**config.mk**
```make
export PLATFORM = sky130hd
export DESIGN_NAME = final_register_file
export DESIGN_NICKNAME = d
export VERILOG_FILES = /design/src/rtl/final_register_file_pkg.sv /design/src/rtl/final_register_file_read_port.sv /design/src/rtl/final_register_file.sv
export SDC_FILE = /design/constraint.sdc
export NUM_CORES = 2
export LEC_CHECK = 0
export CAP_MARGIN = 30
export CORE_ASPECT_RATIO = 1.1
export CORE_UTILIZATION = 45
export DETAILED_ROUTE_END_ITERATION = 10
export SLEW_MARGIN = 20
export SYNTH_ARGS = -nofsm -noshare
export SYNTH_HDL_FRONTEND = slang
export SYNTH_SLANG_ARGS = --single-unit
export TNS_END_PERCENT = 20
```
**constraint.sdc**
```tcl
create_clock -name clk -period 53 [get_ports clk]
set_input_delay 10.6 -clock clk [delete_from_list [all_inputs] [get_ports clk]]
set_output_delay 10.6 -clock clk [all_outputs]
set_load 0.01 [all_outputs]
```
**src/rtl/final_register_file_pkg.sv**
```systemverilog
// final_register_file_pkg
//   Shared sizes and types for the hades-V integer register file.
//   XLEN       : architectural register width (32)
//   REG_COUNT  : number of architectural registers, x0 included (32)
//   REG_ADDR_W : width of a register index (5)
//   word_t, reg_addr_t : one register value / one register index
//   reg_array_t        : physical storage, x1..x31 only (x0 has no flops)
//   ZERO_REG           : index of the hard-wired zero register
package final_register_file_pkg;

    localparam int XLEN       = 32;
    localparam int REG_COUNT  = 32;
    localparam int REG_ADDR_W = 5;

    typedef logic [XLEN-1:0]       word_t;
    typedef logic [REG_ADDR_W-1:0] reg_addr_t;

    // Index range starts at 1 so that x0 simply does not exist in storage.
    typedef logic [REG_COUNT-1:1][XLEN-1:0] reg_array_t;

    localparam reg_addr_t ZERO_REG = 5'd0;

endpackage

```
**src/rtl/final_register_file_read_port.sv**
```systemverilog
// final_register_file_read_port
//   One combinational read port of the register file.
//   Returns 0 for x0, otherwise the stored register selected by read_address.
//   Optional macro REGFILE_WRITE_BYPASS_EN: forward write_data when the
//   current write targets the register being read (write-first), except
//   while rst is asserted.
// Ports:
//   regs          in   storage array x1..x31
//   read_address  in   register index to read
//   rst           in   reset, suppresses forwarding
//   write_enable  in   write port enable (forwarding only)
//   write_address in   write port index   (forwarding only)
//   write_data    in   write port data    (forwarding only)
//   read_data     out  selected register value
module final_register_file_read_port
    import final_register_file_pkg::*;
(
    input  reg_array_t              regs,
    input  logic [REG_ADDR_W-1:0]   read_address,
    input  logic                    rst,
    input  logic                    write_enable,
    input  logic [REG_ADDR_W-1:0]   write_address,
    input  logic [XLEN-1:0]         write_data,
    output logic [XLEN-1:0]         read_data
);

    always_comb begin
        read_data = '0;
        if (read_address != ZERO_REG) begin
            read_data = regs[read_address];
`ifdef REGFILE_WRITE_BYPASS_EN
            // read_address is non-zero here, so an address match also
            // implies a non-zero write address: x0 is never forwarded.
            if (write_enable && !rst && (write_address == read_address)) begin
                read_data = write_data;
            end
`endif
        end
    end

`ifndef REGFILE_WRITE_BYPASS_EN
    // Write-port signals only matter for forwarding; fold them away here.
    logic unused_bypass_inputs;
    assign unused_bypass_inputs = ^{rst, write_enable, write_address, write_data};
`endif

endmodule

```
**src/rtl/final_register_file.sv**
```systemverilog
// final_register_file
//   RV32I integer register file: 31 physical 32-bit registers (x1..x31),
//   x0 reads as zero. Two combinational read ports, one clocked write port.
//   Optional macro REGFILE_WRITE_BYPASS_EN enables same-cycle write-first
//   forwarding on both read ports; default build is read-first.
// Ports:
//   clk            in   write clock
//   rst            in   asynchronous active-high reset, clears x1..x31
//   read_address1  in   rs1 index
//   read_address2  in   rs2 index
//   write_address  in   rd index
//   write_enable   in   commit write_data to write_address on posedge clk
//   write_data     in   value to write
//   read_data1     out  contents of read_address1
//   read_data2     out  contents of read_address2
module final_register_file
    import final_register_file_pkg::*;
(
    input  logic                  clk,
    input  logic                  rst,
    input  logic [REG_ADDR_W-1:0] read_address1,
    input  logic [REG_ADDR_W-1:0] read_address2,
    input  logic [REG_ADDR_W-1:0] write_address,
    input  logic                  write_enable,
    input  logic [XLEN-1:0]       write_data,
    output logic [XLEN-1:0]       read_data1,
    output logic [XLEN-1:0]       read_data2
);

    reg_array_t regs;

    // Reset has priority over a coincident write; writes to x0 are dropped.
    always_ff @(posedge clk or posedge rst) begin
        if (rst) begin
            regs <= '0;
        end else if (write_enable && (write_address != ZERO_REG)) begin
            regs[write_address] <= write_data;
        end
    end

    final_register_file_read_port u_read_port1 (
        .regs          (regs),
        .read_address  (read_address1),
        .rst           (rst),
        .write_enable  (write_enable),
        .write_address (write_address),
        .write_data    (write_data),
        .read_data     (read_data1)
    );

    final_register_file_read_port u_read_port2 (
        .regs          (regs),
        .read_address  (read_address2),
        .rst           (rst),
        .write_enable  (write_enable),
        .write_address (write_address),
        .write_data    (write_data),
        .read_data     (read_data2)
    );

endmodule

```
# Word level (Yosys, flattened, before mapping)
# Index checks and enable logic that the tools add are counted.
[totals] output_inout_bits=64 input_bits=50 elab_cells=49 register_bits=992
[classes] n_reduce_logical=5 n_mux=9 order_cmp=4
[op_table] op="bitwise mux 992 bit" n=1
[op_table] op="binary-select mux 32 bit (select 5 bit)" n=2
[op_table] op="demux 32 bit (select 5 bit)" n=1
[op_table] op="2-to-1 mux 32 bit" n=5
[op_table] op="less-than comparator 5 x 6 -> 1 bit, second input constant" n=3
[op_table] op="nonzero test 5 bit" n=3
[op_table] op="greater-or-equal comparator 5 x 1 -> 1 bit, second input constant" n=1
[op_table] op="logical AND 1 bit" n=2

# Longest topological paths before layout
[depth] ltp_word=5 mapped_depth=9

# Cells and area by module
# From an unflattened synthesis, not the netlist that was laid out.
[unflattened] hier_cells=4086 area_unflattened_um2=53988.0
[by_module_without_submodules] mod="final_register_file" seq_area_each_um2=24823.8 instances=1 cells_per_inst=2224 area_each_um2=37156.9
[by_module_without_submodules] mod="final_register_file_read_port" seq_area_each_um2=0.0 instances=2 cells_per_inst=931 area_each_um2=8415.6

# Worst setup path after synthesis
# Ideal clock, no wire load.
[synth_path] path_type="input-to-output" startpoint="input read_address1[0]" endpoint="output read_data1[16]" stages=5 n_path_buf=1 path_slack_ps=30352 arrival_ps=12048 cell_sequence="buf_2 -> mux4_2 -> mux2_2 -> a221oi_1 -> nor3_1"
[synth_between] elab_chain_cells=3 elab_cells_between_ends=4
[synth_lines] item="start: declaration" line_no="final_register_file.sv:21" source="input logic [REG_ADDR_W-1:0] read_address1,"
[synth_lines] item="binary-select mux 32 bit (select 5 bit)" line_no="final_register_file_read_port.sv:30" source="read_data = regs[read_address];"
[synth_lines] item="2-to-1 mux 32 bit (implied by the code)" line_no="final_register_file_read_port.sv:30"
[synth_lines] item="2-to-1 mux 32 bit (*)" line_no="final_register_file_read_port.sv:29" source="if (read_address != ZERO_REG) begin"
[synth_lines] item="end: declaration" line_no="final_register_file.sv:26" source="output logic [XLEN-1:0] read_data1,"
# Every way passes the cells marked *; elsewhere a longest branch is shown, timed or not. The select of a mux whose other input is x is not followed.

# Worst setup path in the final report
[layout_path] startpoint="input read_address2[0]" endpoint="output read_data2[27]"
[layout_between] elab_chain_cells=3 elab_cells_between_ends=4
[layout_lines] item="start: declaration" line_no="final_register_file.sv:22" source="input logic [REG_ADDR_W-1:0] read_address2,"
[layout_lines] item="binary-select mux 32 bit (select 5 bit)" line_no="final_register_file_read_port.sv:30"
[layout_lines] item="2-to-1 mux 32 bit (implied by the code)" line_no="final_register_file_read_port.sv:30"
[layout_lines] item="2-to-1 mux 32 bit (*)" line_no="final_register_file_read_port.sv:29"
[layout_lines] item="end: declaration" line_no="final_register_file.sv:27" source="output logic [XLEN-1:0] read_data2"
# Marked as above.

==> summary.log <==
qor: timing.worst_slew_margin_rel 19.1%
qor: finish.top_regs regs (992)
qor: drt.route.vias.total 36,397
qor: setup_path.timing.critical_path.slowest_cell_delay 860 ps
qor: clock_tree.cts-resized-gates 0
qor: hold_path.worstHoldStart regs[355]
qor: clock_tree.clock_latency 700 ps
qor: drt.detail_route.drc_violations 0
qor: die.std_cell_rows 132
qor: die.die_w 331 µm
qor: setup_path.arrival 15,580 ps
qor: status.outcome finished clean
qor: die.start_util 45.4%
qor: die.core_area 118,000 µm²
qor: finish.top_register regs
qor: synthesis.register_area_share_after_synthesis 46.3%
qor: die.io_pins 114
qor: finish.nNetsFinal 4,025
qor: clock_tree.clock_tree.htree_level_count 3
qor: timing.worst_pin_slew 1210 ps
qor: hold_path.capture_endpoint_of_the_worst_hold_path regs[355]
qor: global_routing.gr-total-overflow 0
qor: clock_tree.cts_setup_buffers 0
qor: clock_tree.cts-root-to-sink-buffers 3
qor: timing.timing.final.max_slew_violations 0
qor: setup_path.minimum_setup_slack_among_reg_to_reg_paths 52,200 ps
qor: setup_path.critPathSlowestCell buf_4
qor: place.detailed_place.area 56,000 µm²
qor: finish.area.growth.synth_to_final 12.1%
qor: drt.postRouteAntennaNets 0
qor: setup_path.critical-path-top-cell-by-count buf_4
qor: finish.multi_input_comb_area 27,000 µm²
qor: synthesis.syn_warnings 0
qor: setup_path.worst-r2r-cell-count 1
qor: setup_path.critical_path.startpoint_type input pin
qor: finish.largest_reg_flops 992
qor: clock_tree.cts.reportedPaths.clkPinSlew 50 ps
qor: power_and_ir_drop.power.density 37.8 nW/µm²
qor: timing.setup_viol 0
qor: power_and_ir_drop.max-vdd-ir-drop 0.0264 mV
qor: place.finalWeightedCongestion 0.804
qor: finish.num-fill-cells 10,306
qor: die.die_height 364 µm
qor: drt.drt-vias-per-instance 6.49
qor: finish.layout-drive-gt1-share 40.5%
qor: setup_path.timing.rr.start regs[162]
qor: setup_path.critPathBufInv 5
qor: setup_path.cp_max_fo 59
qor: finish.post-route-cell-area 60,000 µm²
qor: synthesis.postSynthCellCount 4,048
qor: die.design.die.area 120,000 µm²
qor: hold_path.class_of_the_tightest_hold_or_removal_check reg -> reg
qor: drt.routed_wl 175 mm
qor: timing.finalHoldViolations 0
qor: synthesis.syn-num-nets 4,098
qor: timing.timing.clock.skew 0 ps
qor: place.port_buffers 113
qor: timing.min_period 26,180 ps
qor: drt.drt_iter0_markers 3,251
qor: setup_path.crit_path_cell_trace buf_8 > buf_4 > buf_4 > buf_4 > mux2i_1 > o22ai_1 > nor3_1 > nor3_1 > clkdlybuf4s50_1
qor: drt.drt-pass1-iter-count 5
qor: global_routing.gr-usage-all-layers 29.1%
qor: global_routing.grt_pass1_vias 36,919
qor: timing.totalNegativeSetupSlack 0 ps
qor: global_routing.grt_pass1_wl 257 mm
qor: run.maxCapViolations 0
qor: drt.post_drt_wl_per_cell 31.1 µm
qor: clock_tree.holdBufCountCts 0
qor: global_routing.antenna_found_initial 4
qor: setup_path.critical_setup_path_class in -> out
qor: clock_tree.cts_inserted_buffers 111
qor: clock_tree.ctsRootBufferMaster clkbuf_16
qor: synthesis.synth_cell_types 34
qor: global_routing.grt_start_max_net_pins 155
qor: timing.final_min_period_over_clock_period 49.4%
qor: place.place_hpwl 98.1 mm
qor: setup_path.critPathLaunch read_address2[0]
qor: timing.unrepaired_setup_endpoints_after_global_routing no
qor: setup_path.setup.worst_path.end_class output pin
qor: power_and_ir_drop.power.leakage 26.7 nW
qor: finish.seq_area 24,800 µm²
qor: synthesis.synth_area_per_cell 13.2 µm²
qor: setup_path.crit_required 42,400 ps
qor: synthesis.syn_area 53,600 µm²
qor: synthesis.yosys_register_bits 992
qor: timing.max_clock_freq 38.2 MHz
qor: setup_path.crit_family buffers and inverters
qor: setup_path.regToRegEndpoint regs[162]
qor: clock_tree.cts.sinks 992
qor: clock_tree.cts_tree yes
qor: hold_path.timing.hold.worst_path_depth 1
cells in the mapped netlist, drive strengths merged:
cell	number	area, µm²
nand3b	4	30.0
and3b	2	17.5
and3	1	6.26
mux4	147	3310
o22ai	256	1600
clkbuf	213	803
a21oi	31	155
mux2i	602	6030
inv	3	11.3
buf	211	1220
nor2	17	63.8
mux2	1120	12600
or3b	1	8.76
a32oi	31	272
and2	1	6.26
a31oi	21	131
a221oi	26	278
or2	4	25.0
nor3b	5	42.5
nand2	72	270
nand3	3	15.0
a221o	64	641
dfrtp	992	24800
nor2b	4	25.0
nor3	173	866
a211oi	20	150
nand2b	24	150
through the flow:
stage	power, mW	cells	utilization [%]	setup WS [ps]	hold slack (ps)
floorplan	1.35	4048	-	14490	491
global placement	1.47	5362	47.1	27000	500
detailed placement	1.49	5386	47.5	26940	511
CTS	2.28	5592	50.6	26930	523
global route	2.37	5610	50.9	26700	538
finish	2.27	5610	50.9	26820	520
worst max-delay path by stage:
stage	end	depth (start not counted)	slack [ps]
final	read_data2[27]	9	26820
after global routing	read_data2[27]	9	26700
after CTS	read_data2[27]	9	26930
after detailed placement	read_data2[16]	9	26940
after global placement	read_data2[27]	9	27000
after floorplan	regs[0]	1	14490
where the power goes:
part | leakage, nW | internal, mW | switching, mW
registers | 12.7 | 0.907 | 0.110
clock network | 1.86 | 0.466 | 0.322
logic | 12.1 | 0.261 | 0.204
total | 26.7 | 1.63 | 0.636
routing by layer:
| metal | vias to the layer above | part of all wire (%) | track usage [%] |
|---|---|---|---|
| met5 | - | 0.023 | 0 |
| met4 | 6 | 2.8 | 8.06 |
| met3 | 292 | 7.1 | 6.04 |
| met2 | 1329 | 46 | 45.4 |
| met1 | 19517 | 44 | 40.9 |
| li1 | 15253 | - | - |
layout make-up:
| type | count | share of cell area (%) |
|---|---|---|
| antenna | 1 | 0.00417 |
| clock buffer | 173 | 5.71 |
| clock inverter | 33 | 0.517 |
| inverter | 3 | 0.0313 |
| multi-input combinational | 2629 | 44.9 |
| sequential | 992 | 41.4 |
| tap | 1541 | 3.21 |
| timing repair buffer | 238 | 4.23 |
cells by family after synthesis:
kind of cell	count (synthesis)	synth area share (%)
AND/OR/NAND/NOR	311	2.85
flip-flops	992	46.3
buffers and inverters	427	3.79
multiplexers	1869	41.0
AO/OA/AOI/OAI	449	6.03
cell usage in the layout, fill, tap and decap left out, types with 3 or more instances in the layout:
cell type        count
buf_12               6
a221o_1             64
clkinv_2            22
buf_6                6
nand2_2             14
a221oi_2             8
buf_4               84
mux2_2            1120
a31oi_1             21
clkbuf_8            34
buf_2                7
o22ai_1            256
nand2b_1            19
nor3b_1              4
nor3_1             173
a32oi_1             31
nand2_1             52
nand2b_4             4
mux4_2             147
buf_8               21
buf_16              13
nand3_1              3
nor2b_4              3
clkdlybuf4s50_1    100
a211oi_1            20
nand3b_1             4
a21oi_1             31
clkbuf_1            25
bufinv_16            5
inv_6                3
clkbuf_16          115
nor2_4              16
dfrtp_1            992
nand2_4              6
mux2i_1            602
a221oi_1            18
No activity file was read; power rests on OpenSTA's default activity.
